File: config.mk
export PLATFORM = sky130hd
export DESIGN_NAME = operand_fetch_stage_flat
export DESIGN_NICKNAME = d
export VERILOG_FILES = /design/src/rtl/operand_fetch_stage_if.sv /design/src/rtl/operand_fetch_stage.sv /design/src/flat_wrapper.sv
export SDC_FILE = /design/constraint.sdc
export NUM_CORES = 1
export LEC_CHECK = 0
export CAP_MARGIN = 30
export CORE_ASPECT_RATIO = 0.7
export CORE_MARGIN = 10
export CORE_UTILIZATION = 48
export DETAILED_ROUTE_END_ITERATION = 8
export PLACE_DENSITY = 0.84
export RECOVER_POWER = 100
export SETUP_SLACK_MARGIN = 0.3
export SYNTH_ARGS = -nofsm -noshare
export SYNTH_HDL_FRONTEND = slang
export SYNTH_SLANG_ARGS = --single-unit
File: constraint.sdc
create_clock -name clk -period 6.6 [get_ports clk]
set_clock_uncertainty 0.2 [all_clocks]
set_input_delay 0.99 -clock clk [delete_from_list [all_inputs] [get_ports clk]]
set_output_delay 0.99 -clock clk [all_outputs]
set_load 0.005 [all_outputs]
File: src/rtl/operand_fetch_stage_if.sv
//------------------------------------------------------------------------------
// operand_fetch_stage_if
// Decode, register-file, bypass and execute-side signals of the operand fetch stage.
// Revision: 1.0
//------------------------------------------------------------------------------
`default_nettype none

interface operand_fetch_stage_if #(
  parameter int AW = 6,
  parameter int DW = 32
);
  logic          in_valid;
  logic          in_ready;
  logic [AW-1:0] in_ra1;
  logic [AW-1:0] in_ra2;
  logic [AW-1:0] in_wa;
  logic          in_we;
  logic          in_is_load;
  logic [AW-1:0] rf_ra1;
  logic [AW-1:0] rf_ra2;
  logic [DW-1:0] rf_rd1;
  logic [DW-1:0] rf_rd2;
  logic          wb_we;
  logic [AW-1:0] wb_wa;
  logic [DW-1:0] wb_wd;
  logic          ex_fwd_valid;
  logic [AW-1:0] ex_fwd_wa;
  logic [DW-1:0] ex_fwd_wd;
  logic          out_valid;
  logic          out_ready;
  logic [DW-1:0] out_op1;
  logic [DW-1:0] out_op2;
  logic [AW-1:0] out_wa;
  logic          out_we;
  logic          out_is_load;
  logic [15:0]   stall_count;

  modport master (
    output in_valid, in_ra1, in_ra2, in_wa, in_we, in_is_load,
    output rf_rd1, rf_rd2, wb_we, wb_wa, wb_wd,
    output ex_fwd_valid, ex_fwd_wa, ex_fwd_wd, out_ready,
    input  in_ready, rf_ra1, rf_ra2, out_valid, out_op1, out_op2,
    input  out_wa, out_we, out_is_load, stall_count
  );

  modport slave (
    input  in_valid, in_ra1, in_ra2, in_wa, in_we, in_is_load,
    input  rf_rd1, rf_rd2, wb_we, wb_wa, wb_wd,
    input  ex_fwd_valid, ex_fwd_wa, ex_fwd_wd, out_ready,
    output in_ready, rf_ra1, rf_ra2, out_valid, out_op1, out_op2,
    output out_wa, out_we, out_is_load, stall_count
  );
endinterface

`default_nettype wire

File: src/rtl/operand_fetch_stage.sv
//------------------------------------------------------------------------------
// operand_fetch_stage
// Scoreboarded operand fetch with writeback bypass; define OPFETCH_EX_FWD_EN to
// also bypass from the execute result.
// Revision: 1.0
//------------------------------------------------------------------------------
`default_nettype none

module operand_fetch_stage #(
  parameter int AW = 6,
  parameter int DW = 32
) (
  input  wire logic                  clk,
  input  wire logic                  rst,
  operand_fetch_stage_if.slave       bus
);
  localparam int c_NREG = 1 << AW;

  logic [c_NREG-1:0] r_pending;
  logic [c_NREG-1:0] w_pending_nxt;
  logic [DW-1:0]     w_op1;
  logic [DW-1:0]     w_op2;
  logic              w_unres1;
  logic              w_unres2;
  logic              w_ex_hit1;
  logic              w_ex_hit2;
  logic              w_wb_hit1;
  logic              w_wb_hit2;
  logic              w_waw;
  logic              w_hazard;
  logic              w_accept;

  assign bus.rf_ra1 = bus.in_ra1;
  assign bus.rf_ra2 = bus.in_ra2;

`ifdef OPFETCH_EX_FWD_EN
  assign w_ex_hit1 = r_pending[bus.in_ra1] && bus.ex_fwd_valid && (bus.ex_fwd_wa == bus.in_ra1);
  assign w_ex_hit2 = r_pending[bus.in_ra2] && bus.ex_fwd_valid && (bus.ex_fwd_wa == bus.in_ra2);
`else
  logic w_unused_ex;
  assign w_unused_ex = ^{bus.ex_fwd_valid, bus.ex_fwd_wa, bus.ex_fwd_wd};
  assign w_ex_hit1   = 1'b0;
  assign w_ex_hit2   = 1'b0;
`endif

  assign w_wb_hit1 = bus.wb_we && (bus.wb_wa == bus.in_ra1);
  assign w_wb_hit2 = bus.wb_we && (bus.wb_wa == bus.in_ra2);

  always_comb begin
    w_op1    = bus.rf_rd1;
    w_unres1 = 1'b0;
    if (w_ex_hit1)                   w_op1    = bus.ex_fwd_wd;
    else if (w_wb_hit1)              w_op1    = bus.wb_wd;
    else if (r_pending[bus.in_ra1])  w_unres1 = 1'b1;
  end

  always_comb begin
    w_op2    = bus.rf_rd2;
    w_unres2 = 1'b0;
    if (w_ex_hit2)                   w_op2    = bus.ex_fwd_wd;
    else if (w_wb_hit2)              w_op2    = bus.wb_wd;
    else if (r_pending[bus.in_ra2])  w_unres2 = 1'b1;
  end

  // One writer per register in flight: a second writer waits for the first's writeback.
  assign w_waw    = bus.in_we && r_pending[bus.in_wa] &&
                    !(bus.wb_we && (bus.wb_wa == bus.in_wa));
  assign w_hazard = w_unres1 || w_unres2 || w_waw;

  assign bus.in_ready = !w_hazard && (!bus.out_valid || bus.out_ready);
  assign w_accept     = bus.in_valid && bus.in_ready;

  // Set is applied after clear so a same-index set wins.
  always_comb begin
    w_pending_nxt = r_pending;
    if (bus.wb_we)               w_pending_nxt[bus.wb_wa] = 1'b0;
    if (w_accept && bus.in_we)   w_pending_nxt[bus.in_wa] = 1'b1;
  end

  always_ff @(posedge clk or posedge rst) begin
    if (rst) begin
      r_pending       <= '0;
      bus.out_valid   <= 1'b0;
      bus.out_op1     <= '0;
      bus.out_op2     <= '0;
      bus.out_wa      <= '0;
      bus.out_we      <= 1'b0;
      bus.out_is_load <= 1'b0;
      bus.stall_count <= 16'h0000;
    end else begin
      r_pending <= w_pending_nxt;
      if (w_accept) begin
        bus.out_valid   <= 1'b1;
        bus.out_op1     <= w_op1;
        bus.out_op2     <= w_op2;
        bus.out_wa      <= bus.in_wa;
        bus.out_we      <= bus.in_we;
        bus.out_is_load <= bus.in_is_load;
      end else if (bus.out_ready) begin
        bus.out_valid   <= 1'b0;
      end
      if (bus.in_valid && w_hazard && (bus.stall_count != 16'hFFFF))
        bus.stall_count <= bus.stall_count + 16'h0001;
    end
  end
endmodule

`default_nettype wire

File: src/flat_wrapper.sv
// flat-port wrapper written by rule: the top's interface ports become plain ports
module operand_fetch_stage_flat 
#(
  parameter int AW = 6,
  parameter int DW = 32
)
  (clk, rst, bus_in_valid, bus_in_ra1, bus_in_ra2, bus_in_wa, bus_in_we, bus_in_is_load, bus_rf_rd1, bus_rf_rd2, bus_wb_we, bus_wb_wa, bus_wb_wd, bus_ex_fwd_valid, bus_ex_fwd_wa, bus_ex_fwd_wd, bus_out_ready, bus_in_ready, bus_rf_ra1, bus_rf_ra2, bus_out_valid, bus_out_op1, bus_out_op2, bus_out_wa, bus_out_we, bus_out_is_load, bus_stall_count);
  operand_fetch_stage_if #(.AW(AW), .DW(DW)) bus_i ();
  input  wire logic clk;
  input  wire logic rst;
  input wire logic [$bits(bus_i.in_valid)-1:0] bus_in_valid;
  input wire logic [$bits(bus_i.in_ra1)-1:0] bus_in_ra1;
  input wire logic [$bits(bus_i.in_ra2)-1:0] bus_in_ra2;
  input wire logic [$bits(bus_i.in_wa)-1:0] bus_in_wa;
  input wire logic [$bits(bus_i.in_we)-1:0] bus_in_we;
  input wire logic [$bits(bus_i.in_is_load)-1:0] bus_in_is_load;
  input wire logic [$bits(bus_i.rf_rd1)-1:0] bus_rf_rd1;
  input wire logic [$bits(bus_i.rf_rd2)-1:0] bus_rf_rd2;
  input wire logic [$bits(bus_i.wb_we)-1:0] bus_wb_we;
  input wire logic [$bits(bus_i.wb_wa)-1:0] bus_wb_wa;
  input wire logic [$bits(bus_i.wb_wd)-1:0] bus_wb_wd;
  input wire logic [$bits(bus_i.ex_fwd_valid)-1:0] bus_ex_fwd_valid;
  input wire logic [$bits(bus_i.ex_fwd_wa)-1:0] bus_ex_fwd_wa;
  input wire logic [$bits(bus_i.ex_fwd_wd)-1:0] bus_ex_fwd_wd;
  input wire logic [$bits(bus_i.out_ready)-1:0] bus_out_ready;
  output wire logic [$bits(bus_i.in_ready)-1:0] bus_in_ready;
  output wire logic [$bits(bus_i.rf_ra1)-1:0] bus_rf_ra1;
  output wire logic [$bits(bus_i.rf_ra2)-1:0] bus_rf_ra2;
  output wire logic [$bits(bus_i.out_valid)-1:0] bus_out_valid;
  output wire logic [$bits(bus_i.out_op1)-1:0] bus_out_op1;
  output wire logic [$bits(bus_i.out_op2)-1:0] bus_out_op2;
  output wire logic [$bits(bus_i.out_wa)-1:0] bus_out_wa;
  output wire logic [$bits(bus_i.out_we)-1:0] bus_out_we;
  output wire logic [$bits(bus_i.out_is_load)-1:0] bus_out_is_load;
  output wire logic [$bits(bus_i.stall_count)-1:0] bus_stall_count;
  assign bus_i.in_valid = bus_in_valid;
  assign bus_i.in_ra1 = bus_in_ra1;
  assign bus_i.in_ra2 = bus_in_ra2;
  assign bus_i.in_wa = bus_in_wa;
  assign bus_i.in_we = bus_in_we;
  assign bus_i.in_is_load = bus_in_is_load;
  assign bus_i.rf_rd1 = bus_rf_rd1;
  assign bus_i.rf_rd2 = bus_rf_rd2;
  assign bus_i.wb_we = bus_wb_we;
  assign bus_i.wb_wa = bus_wb_wa;
  assign bus_i.wb_wd = bus_wb_wd;
  assign bus_i.ex_fwd_valid = bus_ex_fwd_valid;
  assign bus_i.ex_fwd_wa = bus_ex_fwd_wa;
  assign bus_i.ex_fwd_wd = bus_ex_fwd_wd;
  assign bus_i.out_ready = bus_out_ready;
  assign bus_in_ready = bus_i.in_ready;
  assign bus_rf_ra1 = bus_i.rf_ra1;
  assign bus_rf_ra2 = bus_i.rf_ra2;
  assign bus_out_valid = bus_i.out_valid;
  assign bus_out_op1 = bus_i.out_op1;
  assign bus_out_op2 = bus_i.out_op2;
  assign bus_out_wa = bus_i.out_wa;
  assign bus_out_we = bus_i.out_we;
  assign bus_out_is_load = bus_i.out_is_load;
  assign bus_stall_count = bus_i.stall_count;
  operand_fetch_stage #(.AW(AW), .DW(DW)) u_core (.clk(clk), .rst(rst), .bus(bus_i));
endmodule
==> out/summary.txt <==
Status -> finished, violations left
Failing checks -> max-capacitance violations, max-slew violations
Most frequent cells in the layout -> dfrtp_1 (153), clkdlybuf4s50_1 (126), dlygate4sd3_1 (102), mux2_2 (76), mux2_1 (72)
Worst Path Arrival -> 4800 ps
Layout fillers -> 1379
Maximum capacitance violations -> 2
Tcrit/Tclk final -> 0.9078
R2R setup slack -> 2280 ps
Vias per cell -> 6.312
Setup TNS -> 0 ps
Worst-skew pair later-pin latency -> 430 ps
Mean area per synthesized cell -> 11.96 um^2
Synth Area in Compound Gates -> 0.1155
Core ar. -> 18210 um^2
Netlist cell types -> 50
# resized after CTS -> 0
Finished Layout Cells -> 1201
Hold path depth -> 1
Simple-gate share of the synthesized area -> 0.07828
DP Worst Slack -> 756.6 ps
Fin. Hold Viols -> 0
Pwr dens -> 251.0 nW/um^2
Min-delay worst type -> flop to flop
Syn Std Cell Area -> 9015 um^2
Top layer in use -> met4
M1 WL -> 11.58 mm
IO buf count -> 228
DRC viols -> 0
DRT Pass-1 Iters -> 6
Max_slew headroom -> -1.553
HPWL Detailed -> 22.85 mm
Vias in the first global route -> 7608
FMAX -> 166.9 MHz
Clock net sink count -> 153
Terminus of the critical flop-to-flop path -> u_core.bus.out_op1[19]
FP Rows -> 41
Commonest non-fill, non-tap cell in the layout -> dfrtp_1
Final Util -> 0.6572
CP Class -> input port to output pin
WL/cell -> 25.58 um
Cells after synthesis -> 754
Gpl congestion -> 0.9885
CTS H-tree lvls -> 4
Static Leakage -> 0.004788 uW
Critical path launch point type -> input port
Max FO, Critical Path -> 11
Post-CTS Setup Repair Bufs -> 0
Initial Utilization -> 0.4950
Multi-input gate area -> 4802 um^2
RSZ-0062 raised after global routing -> false
Post-Place Cells -> 1168
Syn_nets -> 921
CTS tree -> yes
Num CTS Buffers -> 17
Crit path capture type -> output pin
Area share of fa/ha/maj cells after synthesis -> 0.001388
Post-synth EDFFs -> 0
Post-layout minimum cycle time -> 5992 ps
Register area share after synthesis -> 0.4247
Slew Limit Fails -> 156
Syn. warnings -> 0
FFs w/ async S/R, synth -> 1.000
Synth Flop Type -> dfrtp_1
Storage cell area -> 3829 um^2
WL met2 -> 14.02 mm
Total Routing Usage GR -> 0.2470
DIE HEIGHT -> 134.7 um
WL met3 -> 4.417 mm
Initial DRC count -> 961
Total power -> 3004 uW
Ports -> 268
Worst hold path endpoint -> u_core.bus.out_wa[3]
WL final -> 30.72 mm
GR Overflow Total -> 0
HP Start -> u_core.bus.out_wa[3]
Largest net degree at the start of global routing -> 87
Clk buf depth -> 2
Global-route wire length before repair -> 46.93 mm
# setup viols final -> 0
Yosys reg bits -> 153
Synth Area in XOR/XNOR -> 0.03109
Initial antenna violation count -> 1
DR vias -> 7581
Tightest Pin Transition -> 3808 ps
Final WS setup -> 608.4 ps
Critical Path RT -> 5410 ps
Peak VDD IR -> 0.1647 mV
Nets -> 1118
R2r startpoint -> u_core.r_pending[47]
Clock-pin slew on the worst setup and hold paths -> 60 ps
Area grow syn2layout -> 32.75%
Root Buffer -> clkbuf_16
Die area -> 24750 um^2
Layout cell share with drive strength beyond 1 -> 0.1826
DIE WIDTH -> 183.8 um
Hold buffer count at CTS -> 0
Largest family of logic cells by synthesized area -> multiplexers
Post-synthesis mux area share -> 0.3042
Antenna Violating Nets Remaining -> 0
R2r worst-path depth -> 10
-- worst max-delay path by stage --
stage	startpoint	slack (ps)	endpoint
after floorplan	rst	1290	u_core.bus.out_is_load
after global placement	bus_in_ra1[0]	760	bus_in_ready
after detailed placement	bus_in_ra1[0]	760	bus_in_ready
after CTS	bus_in_ra1[0]	740	bus_in_ready
after global routing	rst	450	u_core.r_pending[33]
final	bus_in_ra1[0]	610	bus_in_ready
-- layer usage --
metal,GRT usage,vias to the layer above
li1,-,3270
met1,0.3062,3679
met2,0.3803,555
met3,0.1139,77
met4,0.06897,0
met5,0,-
-- through the flow --
step                instance area, um^2  hold slack (ps)
global placement                  11400            266.5
floorplan                          9015            277.4
finish                            11970            275.5
detailed placement                11400            273.7
CTS                               11980            287.5
global route                      11970            289.1
-- cell type report --
type | instances | area share
clock buffers | 18 | 0.03670
diodes | 1 | 0.0002091
repair buffers | 246 | 0.2025
multi-input cells | 523 | 0.4013
inverters | 10 | 0.003241
flip-flops and latches | 153 | 0.3199
clock inverters | 14 | 0.01150
well taps | 236 | 0.02467
-- cell families (layout without fill, tap and decap cells) --
group / Yosys count / in the layout
AO/OA/AOI/OAI: 157 / 157
XOR/XNOR: 32 / 32
adder cells (fa/ha/maj): 1 / 1
buffers and inverters: 78 / 288
flip-flops: 153 / 153
multiplexers: 203 / 203
other: 0 / 1
AND/OR/NAND/NOR: 130 / 130
-- flip-flops by register name, indices dropped and copies added (netlist names) --
name                    flops
u_core.bus.out_is_load      1
u_core.bus.out_op1         32
u_core.bus.out_op2         32
u_core.bus.out_valid        1
u_core.bus.out_wa           6
u_core.bus.out_we           1
u_core.bus.stall_count     16
u_core.r_pending           64
-- critical path: stages --
cell and delay [ps]:
dlygate4sd3_1 1060, mux4_2 650, mux4_2 480, nor4bb_1 160, a211o_1 320, a311oi_4 420, and2_0 190, clkdlybuf4s50_1 520
-- power breakdown --
part / total (uW) / internal (uW) / switching, uW
registers: 1230 / 1110 / 112
logic: 816 / 462 / 355
clock network: 962 / 537 / 425
-- cell usage after synthesis, types with 10 or more instances --
cell type | number | area [um^2]
xor2_1 | 20 | 175.2
nand2_1 | 30 | 112.6
nand3_1 | 22 | 110.1
nor2b_1 | 10 | 62.56
nor3_1 | 10 | 50.05
clkbuf_1 | 29 | 108.9
xnor2_1 | 12 | 105.1
inv_1 | 10 | 37.54
buf_4 | 21 | 157.7
o31ai_1 | 66 | 495.5
o21ai_0 | 64 | 320.3
mux2i_1 | 13 | 130.1
mux4_2 | 42 | 945.9
mux2_1 | 72 | 810.8
nor2_1 | 12 | 45.04
dfrtp_1 | 153 | 3829
mux2_2 | 76 | 855.8
Note: power is estimated with default switching activity, not from simulation.
